`src/rtl/fp_mult_pkg.sv`:
```
// Shared definitions for the fp_mult byte-serial multiplier and its feeder:
// transfer sizes, feeder FSM states and a few FP64 reference encodings.
package fp_mult_pkg;

  localparam int OPERAND_BYTES = 16;
  localparam int RESULT_BYTES  = 8;
  localparam int FP64_W        = 64;

  typedef enum logic [2:0] {
    FS_IDLE     = 3'd0,
    FS_SEND     = 3'd1,
    FS_WAIT_RES = 3'd2,
    FS_DRAIN    = 3'd3,
    FS_GAP      = 3'd4,
    FS_HALT     = 3'd5
  } feeder_state_e;

  localparam logic [FP64_W-1:0] FP64_ONE  = 64'h3FF0_0000_0000_0000;
  localparam logic [FP64_W-1:0] FP64_TWO  = 64'h4000_0000_0000_0000;
  localparam logic [FP64_W-1:0] FP64_PINF = 64'h7FF0_0000_0000_0000;
  localparam logic [FP64_W-1:0] FP64_QNAN = 64'h7FF8_0000_0000_0000;

endpackage

```
`src/rtl/fp_op_fifo.sv`:
```
// Small synchronous FIFO with register-array storage; the head entry is
// presented straight from its storage register (show-ahead).
module fp_op_fifo #(
  parameter int WIDTH = 128,
  parameter int DEPTH = 2
) (
  input  logic                     CLK,
  input  logic                     RESET,
  input  logic                     push_i,
  input  logic [WIDTH-1:0]         push_data_i,
  input  logic                     pop_i,
  output logic [WIDTH-1:0]         pop_data_o,
  output logic                     full_o,
  output logic                     empty_o,
  output logic [$clog2(DEPTH):0]   count_o
);

  localparam int AW = $clog2(DEPTH);
  localparam logic [AW:0] FULL_CNT = (AW + 1)'(DEPTH);

  logic [WIDTH-1:0] mem_q [DEPTH];
  logic [AW-1:0]    wr_ptr_q;
  logic [AW-1:0]    rd_ptr_q;
  logic [AW:0]      count_q;
  logic             push_ok_s;
  logic             pop_ok_s;

  assign push_ok_s  = push_i && !full_o;
  assign pop_ok_s   = pop_i && !empty_o;
  assign full_o     = (count_q == FULL_CNT);
  assign empty_o    = (count_q == {(AW + 1){1'b0}});
  assign count_o    = count_q;
  assign pop_data_o = mem_q[rd_ptr_q];

  // Pointers and occupancy; pointers wrap naturally since DEPTH is a power of 2.
  always_ff @(posedge CLK) begin
    if (RESET) begin
      wr_ptr_q <= {AW{1'b0}};
      rd_ptr_q <= {AW{1'b0}};
      count_q  <= {(AW + 1){1'b0}};
    end else begin
      wr_ptr_q <= wr_ptr_q + AW'(push_ok_s);
      rd_ptr_q <= rd_ptr_q + AW'(pop_ok_s);
      count_q  <= count_q + (AW + 1)'(push_ok_s) - (AW + 1)'(pop_ok_s);
    end
  end

  always_ff @(posedge CLK) begin
    if (push_ok_s) begin
      mem_q[wr_ptr_q] <= push_data_i;
    end
  end

endmodule

```
`src/rtl/fp_mult_feeder.sv`:
```
// Streams queued operand pairs into fp_mult as 16 ENABLE-qualified bytes and
// supervises its 8-byte READY burst; any protocol fault latches and halts.
module fp_mult_feeder
  import fp_mult_pkg::*;
#(
  parameter int DEPTH      = 2,
  parameter int GAP_CYCLES = 1,
  parameter int TIMEOUT    = 32
) (
  input  logic              CLK,
  input  logic              RESET,
  input  logic              in_valid,
  output logic              in_ready,
  input  logic [FP64_W-1:0] in_a,
  input  logic [FP64_W-1:0] in_b,
  output logic              ENABLE,
  output logic [7:0]        DATA_IN,
  input  logic              MULT_READY,
  output logic              busy,
  output logic              op_done,
  output logic              timeout_err,
  output logic              proto_err,
  output logic [15:0]       ops_done
);

  localparam int OPW   = 2 * FP64_W;
  localparam int CNT_W = $clog2(DEPTH) + 1;
  localparam int WD_W  = $clog2(TIMEOUT + 1);
  localparam int GAP_W = $clog2(GAP_CYCLES + 1);

  localparam logic [CNT_W-1:0] FULL_CNT  = CNT_W'(DEPTH);
  localparam logic [3:0]       LAST_BYTE = 4'(OPERAND_BYTES - 1);
  localparam logic [2:0]       PRE_LAST  = 3'(RESULT_BYTES - 2);
  localparam logic [WD_W-1:0]  WD_MAX    = WD_W'(TIMEOUT);
  // Fires on the (TIMEOUT-1)th silent cycle so the flag lands TIMEOUT cycles after the last beat.
  localparam logic [WD_W-1:0]  WD_FIRE   = WD_W'(TIMEOUT - 2);
  localparam logic [GAP_W-1:0] GAP_LAST  = GAP_W'(GAP_CYCLES - 1);

  feeder_state_e    state_q,   state_d;
  logic [OPW-1:0]   shift_q,   shift_d;
  logic [3:0]       byte_q,    byte_d;
  logic [2:0]       rcnt_q,    rcnt_d;
  logic             rlast_q,   rlast_d;
  logic [WD_W-1:0]  wdog_q,    wdog_d;
  logic [GAP_W-1:0] gap_q,     gap_d;
  logic             enable_q,  enable_d;
  logic [7:0]       data_q,    data_d;
  logic             ready_q,   ready_d;
  logic             busy_q,    busy_d;
  logic             done_q,    done_d;
  logic             tmo_q,     tmo_d;
  logic             proto_q,   proto_d;
  logic [15:0]      ops_q,     ops_d;

  logic             push_s;
  logic             pop_s;
  logic [OPW-1:0]   head_s;
  logic             full_s;
  logic             empty_s;
  logic [CNT_W-1:0] count_s;
  logic [CNT_W-1:0] count_next_s;

  assign push_s       = in_valid && ready_q && !full_s;
  assign count_next_s = count_s + CNT_W'(push_s) - CNT_W'(pop_s);

  fp_op_fifo #(
    .WIDTH (OPW),
    .DEPTH (DEPTH)
  ) u_fifo (
    .CLK         (CLK),
    .RESET       (RESET),
    .push_i      (push_s),
    .push_data_i ({in_a, in_b}),
    .pop_i       (pop_s),
    .pop_data_o  (head_s),
    .full_o      (full_s),
    .empty_o     (empty_s),
    .count_o     (count_s)
  );

  // Next-state and next-output computation for the feeder FSM.
  always_comb begin
    state_d  = state_q;
    shift_d  = shift_q;
    byte_d   = byte_q;
    rcnt_d   = rcnt_q;
    rlast_d  = rlast_q;
    wdog_d   = wdog_q;
    gap_d    = gap_q;
    enable_d = enable_q;
    data_d   = data_q;
    done_d   = 1'b0;
    tmo_d    = tmo_q;
    proto_d  = proto_q;
    ops_d    = ops_q;
    pop_s    = 1'b0;
    case (state_q)
      FS_IDLE: begin
        if (MULT_READY) begin
          proto_d = 1'b1;
          state_d = FS_HALT;
        end else if (!empty_s) begin
          pop_s    = 1'b1;
          data_d   = head_s[OPW-1 -: 8];
          shift_d  = {head_s[OPW-9:0], 8'h00};
          enable_d = 1'b1;
          byte_d   = 4'd0;
          state_d  = FS_SEND;
        end else begin
          state_d = FS_IDLE;
        end
      end
      FS_SEND: begin
        if (MULT_READY) begin
          proto_d  = 1'b1;
          enable_d = 1'b0;
          data_d   = 8'h00;
          state_d  = FS_HALT;
        end else if (byte_q == LAST_BYTE) begin
          enable_d = 1'b0;
          data_d   = 8'h00;
          wdog_d   = {WD_W{1'b0}};
          state_d  = FS_WAIT_RES;
        end else begin
          data_d  = shift_q[OPW-1 -: 8];
          shift_d = {shift_q[OPW-9:0], 8'h00};
          byte_d  = byte_q + 4'd1;
        end
      end
      FS_WAIT_RES: begin
        if (MULT_READY) begin
          rcnt_d  = 3'd1;
          rlast_d = 1'b0;
          state_d = FS_DRAIN;
        end else if (wdog_q == WD_FIRE) begin
          tmo_d   = 1'b1;
          state_d = FS_HALT;
        end else if (wdog_q != WD_MAX) begin
          wdog_d = wdog_q + WD_W'(1);
        end else begin
          wdog_d = WD_MAX;
        end
      end
      FS_DRAIN: begin
        if (!MULT_READY) begin
          proto_d = 1'b1;
          state_d = FS_HALT;
        end else if (rlast_q) begin
          done_d  = 1'b1;
          ops_d   = ops_q + 16'd1;
          gap_d   = {GAP_W{1'b0}};
          state_d = FS_GAP;
        end else begin
          rcnt_d  = rcnt_q + 3'd1;
          rlast_d = (rcnt_q == PRE_LAST);
        end
      end
      FS_GAP: begin
        if (MULT_READY) begin
          proto_d = 1'b1;
          state_d = FS_HALT;
        end else if (gap_q == GAP_LAST) begin
          state_d = FS_IDLE;
        end else begin
          gap_d = gap_q + GAP_W'(1);
        end
      end
      FS_HALT: begin
        state_d = FS_HALT;
      end
      default: begin
        enable_d = 1'b0;
        state_d  = FS_HALT;
      end
    endcase
    busy_d  = (state_d != FS_IDLE);
    ready_d = (count_next_s != FULL_CNT) && (state_d != FS_HALT);
  end

  // State and registered outputs.
  always_ff @(posedge CLK) begin
    if (RESET) begin
      state_q  <= FS_IDLE;
      shift_q  <= {OPW{1'b0}};
      byte_q   <= 4'd0;
      rcnt_q   <= 3'd0;
      rlast_q  <= 1'b0;
      wdog_q   <= {WD_W{1'b0}};
      gap_q    <= {GAP_W{1'b0}};
      enable_q <= 1'b0;
      data_q   <= 8'h00;
      ready_q  <= 1'b1;
      busy_q   <= 1'b0;
      done_q   <= 1'b0;
      tmo_q    <= 1'b0;
      proto_q  <= 1'b0;
      ops_q    <= 16'd0;
    end else begin
      state_q  <= state_d;
      shift_q  <= shift_d;
      byte_q   <= byte_d;
      rcnt_q   <= rcnt_d;
      rlast_q  <= rlast_d;
      wdog_q   <= wdog_d;
      gap_q    <= gap_d;
      enable_q <= enable_d;
      data_q   <= data_d;
      ready_q  <= ready_d;
      busy_q   <= busy_d;
      done_q   <= done_d;
      tmo_q    <= tmo_d;
      proto_q  <= proto_d;
      ops_q    <= ops_d;
    end
  end

  assign in_ready    = ready_q;
  assign ENABLE      = enable_q;
  assign DATA_IN     = data_q;
  assign busy        = busy_q;
  assign op_done     = done_q;
  assign timeout_err = tmo_q;
  assign proto_err   = proto_q;
  assign ops_done    = ops_q;

endmodule
```
`config.mk`:
```
export PLATFORM = sky130hd
export DESIGN_NAME = fp_mult_feeder
export DESIGN_NICKNAME = d
export VERILOG_FILES = /design/src/rtl/fp_mult_pkg.sv /design/src/rtl/fp_op_fifo.sv /design/src/rtl/fp_mult_feeder.sv
export SDC_FILE = /design/constraint.sdc
export NUM_CORES = 1
export LEC_CHECK = 0
export CAP_MARGIN = 25
export CORE_UTILIZATION = 52
export CTS_CLUSTER_DIAMETER = 40
export DETAILED_ROUTE_END_ITERATION = 10
export PLACE_DENSITY_LB_ADDON = 0.2
export SETUP_SLACK_MARGIN = 0.5
export SYNTH_ARGS = -nofsm -noshare
export SYNTH_HDL_FRONTEND = slang
export SYNTH_HIERARCHICAL = 1
export SYNTH_SLANG_ARGS = --single-unit
export TNS_END_PERCENT = 10
```
`constraint.sdc`:
```
create_clock -name CLK -period 4.9 [get_ports CLK]
set_input_delay 0.98 -clock CLK [delete_from_list [all_inputs] [get_ports CLK]]
set_output_delay 0.98 -clock CLK [all_outputs]
set_load 0.005 [all_outputs]
```
==> qor.yml <==
place_inst: 1856
tns_ns: 0
numCtsBuffers: 53
route.met3.wl_um: 1840
critPathLaunch: "MULT_READY"
vias_per_cell: 5.48
clock-root-buffer: "clkbuf_16"
cts_tree: "yes"
yosysTopAreaCell: "edfxtp_1"
post_cts_buffers: 0
synthArstFlopShare: 0
status: "finished clean"
ys_ff_latch: 427
power.leakage_nw: 7.00
hold_path.class: "flip-flop to flip-flop"
yosys_warnings: 6
tightest_slew_ns: 0.982
p_per_area_nw_per_um2: 517
period_minus_slack_ns: 3.17
yosys.cell_types.count: 53
nFillCells: 2419
core_area_um2: 31900
die_area_um2: 33400
met1_length_um: 15500
finalCritPeriodShare: 0.648
synth_seq_area_share: 0.654
slowest_delay_ns: 0.83
route.detailed.drc: 0
insertion_delay_ns: 0.57
crit_slowest_cell: "o32ai_4"
crit_end: "shift_q[89]$_SDFFE_PP0P_"
fin_cells: 1956
rrSetupSlack_ns: 2.02
syn_inst: 1335
fp.dieW_um: 183
placementRows: 65
ant_nets: 0
cp_data_arrival_time_ns: 3.63
max_freq_mhz: 315
hold_viol: 0
p_sw_w: 0.00293
antenna_found_initial: 0
synth_top_area_frac: 0.452
rsz0062_at_grt: "no"
grt_usage: 0.207
nets: 1621
syn_area_um2: 17000
final_layout_size_suffix_gt1_frac: 0.180
dr_wl_met2_um: 16400
p_clk_frac: 0.352
clk_pin_slew_ns: 0.06
synth_nets: 1480
dp_hpwl_um: 21000
r2r_end: "shift_q[126]$_SDFFE_PP0P_"
slew_viol_final: 0
p_seq_frac: 0.462
synth.most_common_cell: "edfxtp_1"
cap_violations: 0
ff2ff_path_depth: 4
diodes: 0
ctsLongestPathBuffers: 3
cts-htree-levels: 2
power.share.combinational: 0.186
setup_viol: 0
grt.overflow.total: 0
syn_to_final_growth_pct: 21.7
synth.avg_cell_area_um2: 12.7
path_class: "input port to flip-flop"
grt_pass1_vias: 10800
grt_max_degree: 113
fin_area_um2: 20700
hold_buffers: 0
final.setup_skew_ns: 0.0278
dr_total_vias: 10700
internal_power_w: 0.00776
initial_core_util: 0.533
drt-pass1-iter-count: 5
place_congestion: 0.758
p_sw_frac: 0.274
synth_area_leaders: "edfxtp_1 45%, dfxtp_1 20%, mux2_2 8.5%"
cts_resized: 0
regToRegStartpoint: "state_q[2]$_SDFF_PP0_"
drt-total-wl_um: 34300
synth_edf_count: 256
endpoint_kind: "flip-flop"
synthTopCellsByCount: "256 x edfxtp_1, 238 x nand2_1, 171 x dfxtp_1, 171 x nor2_1, 129 x mux2_2"
grt_pass1_wl_um: 54900
io_pins: 162
critPathMaxFanout: 48
highest_layer: "met4"
portBuffers: 161
wl_per_cell_um: 17.5
die_y_um: 183
postPlaceCellArea_um2: 18900
cp_data_required_time_ns: 5.35
vdd_drop_max_v: 0.000302
drtIter0Drc: 787
synth_ff_type: "edfxtp_1"
crit_path_start_kind: "input port"
relSlewSlack: 0.345
crit_path_cell_trace: "clkdlybuf4s50_1, or3_1, o32ai_4, buf_12, nor2_1, a311oi_1"
cts.sinks: 427
==> registers in the layout, indices dropped and copies added, names as in the netlist <==
| register | flops |
|---|---|
| DATA_IN | 8 |
| ENABLE | 1 |
| busy | 1 |
| byte_q | 4 |
| in_ready | 1 |
| op_done | 1 |
| ops_done | 16 |
| proto_err | 1 |
| rcnt_q | 3 |
| rlast_q | 1 |
| shift_q | 120 |
| state_q | 3 |
| timeout_err | 1 |
| u_fifo/count_o | 2 |
| u_fifo/mem_q | 256 |
| u_fifo/rd_ptr_q | 1 |
| u_fifo/wr_ptr_q | 1 |
| wdog_q | 6 |
==> power by group through the flow <==
stage | sequential (W) | clock (W) | combinational (W)
finish | 0.00494 | 0.00376 | 0.00199
global route | 0.00501 | 0.00398 | 0.00220
CTS | 0.00494 | 0.00382 | 0.00203
detailed placement | 0.00501 | 0 | 0.00201
global placement | 0.00498 | 0 | 0.00198
floorplan | 0.00498 | 0 | 0.00145
==> layout make-up <==
class	count	area (µm²)	share of cell area
Sequential cell	427	11100	0.538
Clock inverter	30	299	0.0145
Inverter	15	56.3	0.00272
Multi-Input combinational cell	801	5370	0.260
Clock buffer	70	1440	0.0696
Tap cell	435	544	0.0263
Timing Repair Buffer	178	1850	0.0896
==> critical path: cells and delay by family <==
kind | cells | cell delay, ns
AOI/OAI and AO/OA | 2 | 1.12
buffers and inverters | 2 | 0.95
and+or+nand+nor | 2 | 0.57
==> worst min-delay path by stage <==
| stage | slack [ns] | start | depth (start not counted) | to |
|---|---|---|---|---|
| 2_1_floorplan | 0.45 | shift_q[8]$_SDFFE_PP0P_ | 2 | shift_q[16]$_SDFFE_PP0P_ |
| 3_3_place_gp | 0.46 | shift_q[70]$_SDFFE_PP0P_ | 2 | shift_q[78]$_SDFFE_PP0P_ |
| 3_5_place_dp | 0.47 | timeout_err$_SDFFE_PP0P_ | 2 | timeout_err$_SDFFE_PP0P_ |
| 4_1_cts | 0.47 | shift_q[21]$_SDFFE_PP0P_ | 2 | shift_q[29]$_SDFFE_PP0P_ |
| 5_1_grt | 0.50 | shift_q[114]$_SDFFE_PP0P_ | 2 | shift_q[122]$_SDFFE_PP0P_ |
| 6_report | 0.47 | shift_q[21]$_SDFFE_PP0P_ | 2 | shift_q[29]$_SDFFE_PP0P_ |
==> kinds of logic after synthesis <==
family	synth area share
flip-flops	0.654
XOR/XNOR	0.0132
AO/OA/AOI/OAI	0.0939
buffers and inverters	0.0328
multiplexers	0.0855
AND/OR/NAND/NOR	0.111
adder cells (fa/ha/maj)	0.00957
==> metrics by stage <==
stage	worst slack, ns	total power [W]	hold slack [ns]	utilization
after floorplan	0.0754	0.00643	0.455	-
after global placement	1.28	0.00696	0.463	0.594
after detailed placement	1.19	0.00702	0.470	0.594
after CTS	1.72	0.0108	0.473	0.649
after global routing	1.61	0.0112	0.496	0.649
final	1.73	0.0107	0.465	0.649
==> cell usage in the layout, fill, tap and decap left out, drive strengths merged, types with 13 or more instances in the layout <==
cell,n
xor2,16
nor3,18
clkinv,13
clkdlybuf4s50,160
mux2,129
a311oi,113
nand2,238
ha,13
dfxtp,171
edfxtp,256
nor2,171
inv,23
buf,18
clkbuf,70
==> metal layers <==
layer  GRT usage  vias to the layer above
met5           0                        -
met2       0.339                      285
met3      0.0357                       54
met4      0.0548                        0
li1            -                     5182
met1       0.286                     5197
(Power assumes the default switching activity.)
